`src/rtl/aes_round_ctrl.sv`:
```
// aes_round_ctrl: sequencer for the iterative AES-128 encryption datapath.
// Converts a load request into init / round / output-capture strobes for the
// state and round-key registers, and tracks round number, Rcon and completion.
//
// Optional feature macro: AES_CTRL_LOAD_QUEUE_EN
//   defined   - a start while busy is remembered in a 1-deep pending flag and
//               launches the next block right after one DONE cycle.
//   undefined - a start while busy is ignored.
//
// Ports:
//   clk         system clock, rising edge
//   reset       synchronous active-low reset
//   load        start request (level; a sampled rising edge starts a block)
//   state_ld    capture plaintext^key into the state register
//   key_ld      capture cipher key into the round-key register
//   round_en    state register takes one round result
//   key_en      round-key register takes next expanded key
//   last_round  final round, datapath bypasses MixColumns
//   round[3:0]  current round number, 1..NR while running
//   rcon[7:0]   Rcon for key expansion of current round
//   out_ld      capture ciphertext into the output register
//   busy        high from INIT through FINAL
//   done        result valid, held while in DONE
module aes_round_ctrl #(
    parameter int unsigned NR        = 10,
    parameter logic [7:0]  RCON_INIT = 8'h01
) (
    input  logic       clk,
    input  logic       reset,
    input  logic       load,
    output logic       state_ld,
    output logic       key_ld,
    output logic       round_en,
    output logic       key_en,
    output logic       last_round,
    output logic [3:0] round,
    output logic [7:0] rcon,
    output logic       out_ld,
    output logic       busy,
    output logic       done
);

    localparam int unsigned RND_W = 4;
    localparam int unsigned RCON_W = 8;
    localparam logic [RND_W-1:0] NR_R = RND_W'(NR);

    typedef enum logic [2:0] {
        S_IDLE  = 3'd0,
        S_INIT  = 3'd1,
        S_ROUND = 3'd2,
        S_FINAL = 3'd3,
        S_DONE  = 3'd4
    } state_t;

    state_t              state_q, state_d;
    logic                load_q, load_d;
    logic [RND_W-1:0]    round_q, round_d;
    logic [RCON_W-1:0]   rcon_q, rcon_d;
    logic                start_c;
    logic                in_flight_c;
`ifdef AES_CTRL_LOAD_QUEUE_EN
    logic                pending_q, pending_d;
`endif

    // GF(2^8) multiply by x, used to step Rcon between rounds
    function automatic logic [RCON_W-1:0] xtime(input logic [RCON_W-1:0] r);
        return {r[6:0], 1'b0} ^ (r[7] ? 8'h1B : 8'h00);
    endfunction

    assign start_c     = load & ~load_q;
    assign in_flight_c = (state_q == S_INIT) || (state_q == S_ROUND) || (state_q == S_FINAL);

    // State and datapath-control registers
    always_ff @(posedge clk) begin
        if (!reset) begin
            state_q   <= S_IDLE;
            load_q    <= 1'b0;
            round_q   <= '0;
            rcon_q    <= '0;
`ifdef AES_CTRL_LOAD_QUEUE_EN
            pending_q <= 1'b0;
`endif
        end else begin
            state_q   <= state_d;
            load_q    <= load_d;
            round_q   <= round_d;
            rcon_q    <= rcon_d;
`ifdef AES_CTRL_LOAD_QUEUE_EN
            pending_q <= pending_d;
`endif
        end
    end

    // Next-state, round counter and Rcon sequencing
    always_comb begin
        state_d   = state_q;
        load_d    = load;
        round_d   = round_q;
        rcon_d    = rcon_q;
`ifdef AES_CTRL_LOAD_QUEUE_EN
        pending_d = pending_q;
`endif
        unique case (state_q)
            S_IDLE: begin
                if (start_c) state_d = S_INIT;
            end
            S_INIT: begin
                round_d = RND_W'(1);
                rcon_d  = RCON_INIT;
                state_d = S_ROUND;
            end
            S_ROUND: begin
                if (round_q == NR_R) begin
                    state_d = S_FINAL;
                end else begin
                    round_d = round_q + RND_W'(1);
                    rcon_d  = xtime(rcon_q);
                end
            end
            S_FINAL: begin
                state_d = S_DONE;
            end
            S_DONE: begin
`ifdef AES_CTRL_LOAD_QUEUE_EN
                // A queued request launches after exactly one DONE cycle
                if (start_c || pending_q) begin
                    state_d   = S_INIT;
                    pending_d = 1'b0;
                end
`else
                if (start_c) state_d = S_INIT;
`endif
            end
            default: begin
                state_d = S_IDLE;
            end
        endcase
`ifdef AES_CTRL_LOAD_QUEUE_EN
        // Only one request is remembered; later ones while pending are dropped
        if (start_c && in_flight_c) pending_d = 1'b1;
`endif
    end

    // Moore strobes decoded from the current state
    always_comb begin
        state_ld   = 1'b0;
        key_ld     = 1'b0;
        round_en   = 1'b0;
        key_en     = 1'b0;
        last_round = 1'b0;
        out_ld     = 1'b0;
        busy       = in_flight_c;
        done       = 1'b0;
        unique case (state_q)
            S_INIT: begin
                state_ld = 1'b1;
                key_ld   = 1'b1;
            end
            S_ROUND: begin
                round_en   = 1'b1;
                key_en     = 1'b1;
                last_round = (round_q == NR_R);
            end
            S_FINAL: begin
                out_ld = 1'b1;
            end
            S_DONE: begin
                done = 1'b1;
            end
            default: begin
                done = 1'b0;
            end
        endcase
    end

    assign round = round_q;
    assign rcon  = rcon_q;

endmodule
```
`config.mk`:
```
export PLATFORM = sky130hd
export DESIGN_NAME = aes_round_ctrl
export DESIGN_NICKNAME = d
export VERILOG_FILES = /design/src/rtl/aes_round_ctrl.sv
export SDC_FILE = /design/constraint.sdc
export NUM_CORES = 1
export LEC_CHECK = 0
export CORE_MARGIN = 2
export CORE_UTILIZATION = 49
export DETAILED_ROUTE_END_ITERATION = 10
export GPL_TIMING_DRIVEN = 0
export PLACE_DENSITY = 0.81
export REMOVE_ABC_BUFFERS = 1
export SYNTH_ARGS = -nofsm -noshare
export SYNTH_HDL_FRONTEND = slang
export SYNTH_SLANG_ARGS = --single-unit
```
`constraint.sdc`:
```
create_clock -name clk -period 3.2 [get_ports clk]
set_clock_uncertainty 0.05 [all_clocks]
set_input_delay 0.32 -clock clk [delete_from_list [all_inputs] [get_ports clk]]
set_output_delay 0.32 -clock clk [all_outputs]
set_load 0.05 [all_outputs]
```
### Word level (Yosys, flattened, before mapping)

Index checks and enable logic that the tools add are counted.

* flip-flop bits (word level): 16

* add/subtract/negate cells: 1
* eq/ne operators: 8
* muxes and demuxes: 13
* bitwise operators: 3
* reductions and logical operators: 7

Operators by type and width (count)
* case mux 8 bit (2 select lines): 1
* case mux 3 bit (4 select lines): 1
* 2-to-1 mux 8 bit: 1
* case mux 4 bit (2 select lines): 1
* XOR 8 x 5 -> 8 bit: 1
* equality test 3 x 2 -> 1 bit, second input constant: 2
* 2-to-1 mux 3 bit: 2
* 2-to-1 mux 1 bit: 5
* 2-to-1 mux 5 bit: 1
* adder 4 x 1 -> 4 bit, second input constant: 1
* equality test 4 bit, second input constant: 1
* 2-to-1 mux 4 bit: 1
* inequality test 2 x 1 -> 1 bit, second input constant: 2
* AND reduction 2 bit: 2
* equality test 3 x 1 -> 1 bit, second input constant: 1
* equality test 3 bit, second input constant: 1
* logical NOT 3 bit: 1
* logical OR 1 bit: 2
* inequality test 2 bit, second input constant: 1
* nonzero test 2 bit: 1
* OR reduction 2 bit: 1
* bitwise AND 1 bit: 1
* NOT 1 bit: 1

### Logic depth before layout (Yosys ltp)

* depth in word-level cells: 4
* depth in mapped cells: 6

### Least setup slack after synthesis

No wires, ideal clock.

* path kind: register to output
* from: register round_q[1], in the netlist round[1]
* to: output port last_round
* arrival time: 2.207 ns
* slack: 0.623 ns
* cell stages (with the launch flop): 4
* cells stage by stage: dfxtp_1 -> ha_1 -> nand3b_2 -> nor3_1

* cells in the longest elaborated chain, start to end: 2

RTL lines
* from (decl): RTL line 57 `logic [RND_W-1:0] round_q, round_d;`
* from (signal assigned): RTL line 86 `round_q <= round_d;`
* equality test 4 bit: RTL line 162 `last_round = (round_q == NR_R);`
* 2-to-1 mux 1 bit: RTL line 154 `unique case (state_q)`
* to (decl): RTL line 35 `output logic last_round,`

No other way between the ends.

### Final worst setup path

* from: register state_q[1]
* to: output port key_en

* cells in the longest elaborated chain, start to end: 2

RTL lines
* from (decl): RTL line 55 `state_t state_q, state_d;`
* from (signal assigned): RTL line 84 `state_q <= state_d;`
* equality test 3 x 2 -> 1 bit: RTL line 154
* 2-to-1 mux 1 bit: RTL line 154
* to (decl): RTL line 34 `output logic key_en,`

No other way between the ends.

==> results_dict.tcl <==
set metrics [dict create \
    status "complete, no violations" \
    wl_met3_um 111 \
    dieArea_um2 2010 \
    p_switching_uw 124 \
    syn2layout_area_growth_pct 24.9 \
    max_cap_viol_count 0 \
    ys_seq_elements 16 \
    hold_class "reg2reg" \
    yosysSeqAreaShare_pct 39.1 \
    drt-pass1-iter-count 6 \
    netSwitchingFraction_pct 29.1 \
    tns_ps 0 \
    async_flop_share_pct 0 \
    track_usage_pct 17.7 \
    rows 14 \
    grt_pass1_vias 605 \
    final_nets 110 \
    floorplan.initialDensity_pct 53.1 \
    slew_headroom_pct 51.5 \
    crit_type "reg2out" \
    drc 0 \
    hold_slack_ps 439 \
    detail_route.iter0.violations 18 \
    port_buffers 22 \
    clk_pin_slew_ps 90 \
    top_layer "met4" \
    combPwrFrac_pct 19.2 \
    syn-instance-count 85 \
    cp.required_ps 2830 \
    ys_top_cells_by_area "dfxtp_1 (39%), mux2i_1 (6.1%), nand2_1 (4.6%)" \
    ir_worst_vdd_v 0.000269 \
    arrival_ps 2350 \
    ys_warn_count 0 \
    hold_viol_final 0 \
    synth-edff-count 0 \
    cts_tree "done" \
    gp_congestion 0.693 \
    power_density_nw_per_um2 418 \
    drtAntennaViolNets 0 \
    yosys-top-cells-count "dfxtp_1 (16), nand2_1 (10), mux2i_1 (5), nand3_1 (5), nor2_1 (5)" \
    antenna_found_initial 0 \
    insertion_delay_ps 290 \
    die_h_um 44.9 \
    synth.distinct_cells 33 \
    post-synth-top-count-cell "dfxtp_1" \
    overflow 0 \
    rsz0062_at_grt "no" \
    p_clk_share_pct 31.0 \
    yosysTopAreaCellShare_pct 39.1 \
    clock-sinks 16 \
    place_inst 116 \
    clk_path_buf_depth 2 \
    wl_per_cell_um 13.2 \
    cts_root_buf "clkbuf_4" \
    p_seq_share_pct 49.8 \
    hold_buffers 0 \
    avgViaCountPerCell 5.70 \
    synth.avg_cell_area_um2 9.63 \
    setup_viol 0 \
    antenna_cells 0 \
    hpwlAfterDp_um 1110 \
    max_freq_mhz 367 \
    die_width_um 44.9 \
    h-tree-depth 1 \
    yosys.area.top_type "dfxtp_1" \
    cts_resized 0 \
    met1_length_um 724 \
    post_cts_buffers 0 \
    p_leak_uw 0.000376 \
    critPathLaunchType "flip-flop" \
    r2r_slack_ps 1240 \
    core_area_um2 1540 \
    route.met2.wl_um 727 \
    vias 684 \
    grt_pass1_wl_um 2590 \
    ios 23 \
    period_share_pct 85.1 \
    fin_cells 120 \
    finalMaxSlewViolations 0 \
    drive_gt1_share_pct 9.62 \
    grt_start_max_net_pins 20 \
    period_needed_ps 2720 \
    synth_area_um2 818 \
    cts_made_buffers 3 \
    synth_flop_cell "dfxtp_1" \
    path_max_fanout 19 \
    endpoint_kind "primary output" \
    tightest_slew_ps 726 \
    drt-total-wl_um 1580 \
    intPower_uw 303 \
    post-route-util_pct 66.3 \
]
==> worst max-delay path, stage by stage (launching register included) <==
cell and delay (ps):
dfxtp_1 460, nor3b_4 670, clkdlybuf4s50_1 940
==> metal layers <==
layer	GRT usage [%]	vias up
met1	22.3	307
li1	-	347
met3	6.00	2
met2	27.8	28
met4	7.06	0
met5	0	-
==> cells in the final DEF (no fill, tap or decap) <==
master / netlist / final
a211o_2: 1 / 1
a21o_1: 1 / 1
a21oi_1: 1 / 1
a311oi_1: 1 / 1
a31oi_1: 2 / 2
a41oi_1: 1 / 1
and2_1: 1 / 1
and3b_2: 1 / 1
clkbuf_4: 1 / 3
clkbuf_8: 2 / 1
clkdlybuf4s50_1: 0 / 22
dfxtp_1: 16 / 16
ha_1: 2 / 2
inv_1: 3 / 3
mux2i_1: 5 / 5
nand2_1: 10 / 10
nand2b_1: 2 / 2
nand3_1: 5 / 5
nand3b_1: 2 / 2
nand3b_2: 1 / 1
nand4_1: 1 / 1
nor2_1: 5 / 5
nor3_1: 2 / 2
nor3b_1: 1 / 1
nor3b_2: 1 / 1
nor3b_4: 1 / 1
o2111ai_1: 3 / 3
o21a_1: 1 / 1
o21ai_0: 3 / 3
o221a_2: 1 / 1
o22a_1: 1 / 1
xor2_1: 3 / 3
==> power groups by stage <==
stage | logic (uW) | registers (uW) | clock network, uW
6_report | 82.2 | 213 | 132
5_1_grt | 88.0 | 214 | 145
4_1_cts | 82.6 | 213 | 136
3_5_place_dp | 82.5 | 217 | 0
3_3_place_gp | 81.3 | 216 | 0
2_1_floorplan | 45.2 | 227 | 0
==> through the flow <==
stage          setup WS [ps]  instance area [um^2]  total power (uW)
2_1_floorplan            623                   746               272
3_3_place_gp             849                   986               298
3_5_place_dp             818                   986               300
4_1_cts                  489                  1020               431
5_1_grt                  344                  1020               447
6_report                 477                  1020               427
==> worst paths after layout <==
check	start	to	depth (start not counted)
max	state_q[1]$_SDFFE_PN0P_	key_en	2
min	rcon[4]$_SDFFE_PN0P_	rcon[4]$_SDFFE_PN0P_	2
max reg2reg	state_q[1]$_SDFFE_PN0P_	rcon[0]$_SDFFE_PN0P_	3
min reg2reg	rcon[4]$_SDFFE_PN0P_	rcon[4]$_SDFFE_PN0P_	2
==> logic make-up after synthesis <==
group / share of synthesized area, %
AO/OA/AOI/OAI: 14.8
XOR/XNOR: 3.21
adder cells (fa/ha/maj): 3.06
buffers and inverters: 10.2
flip-flops: 39.1
multiplexers: 6.12
AND/OR/NAND/NOR: 23.4
==> cell type report <==
class	count	area, um^2
clock buffer	4	36.3
timing repair buffer	22	220
fill	133	519
sequential	16	320
tap	16	20.0
inverter	3	11.3
multi-input combinational	59	414
==> sequential cells by signal (all words and copies together), names as in the netlist <==
| name | flops |
|---|---|
| state_q | 3 |
| load_q | 1 |
| rcon | 8 |
| round | 4 |
Power figures use the tool's default switching activity.
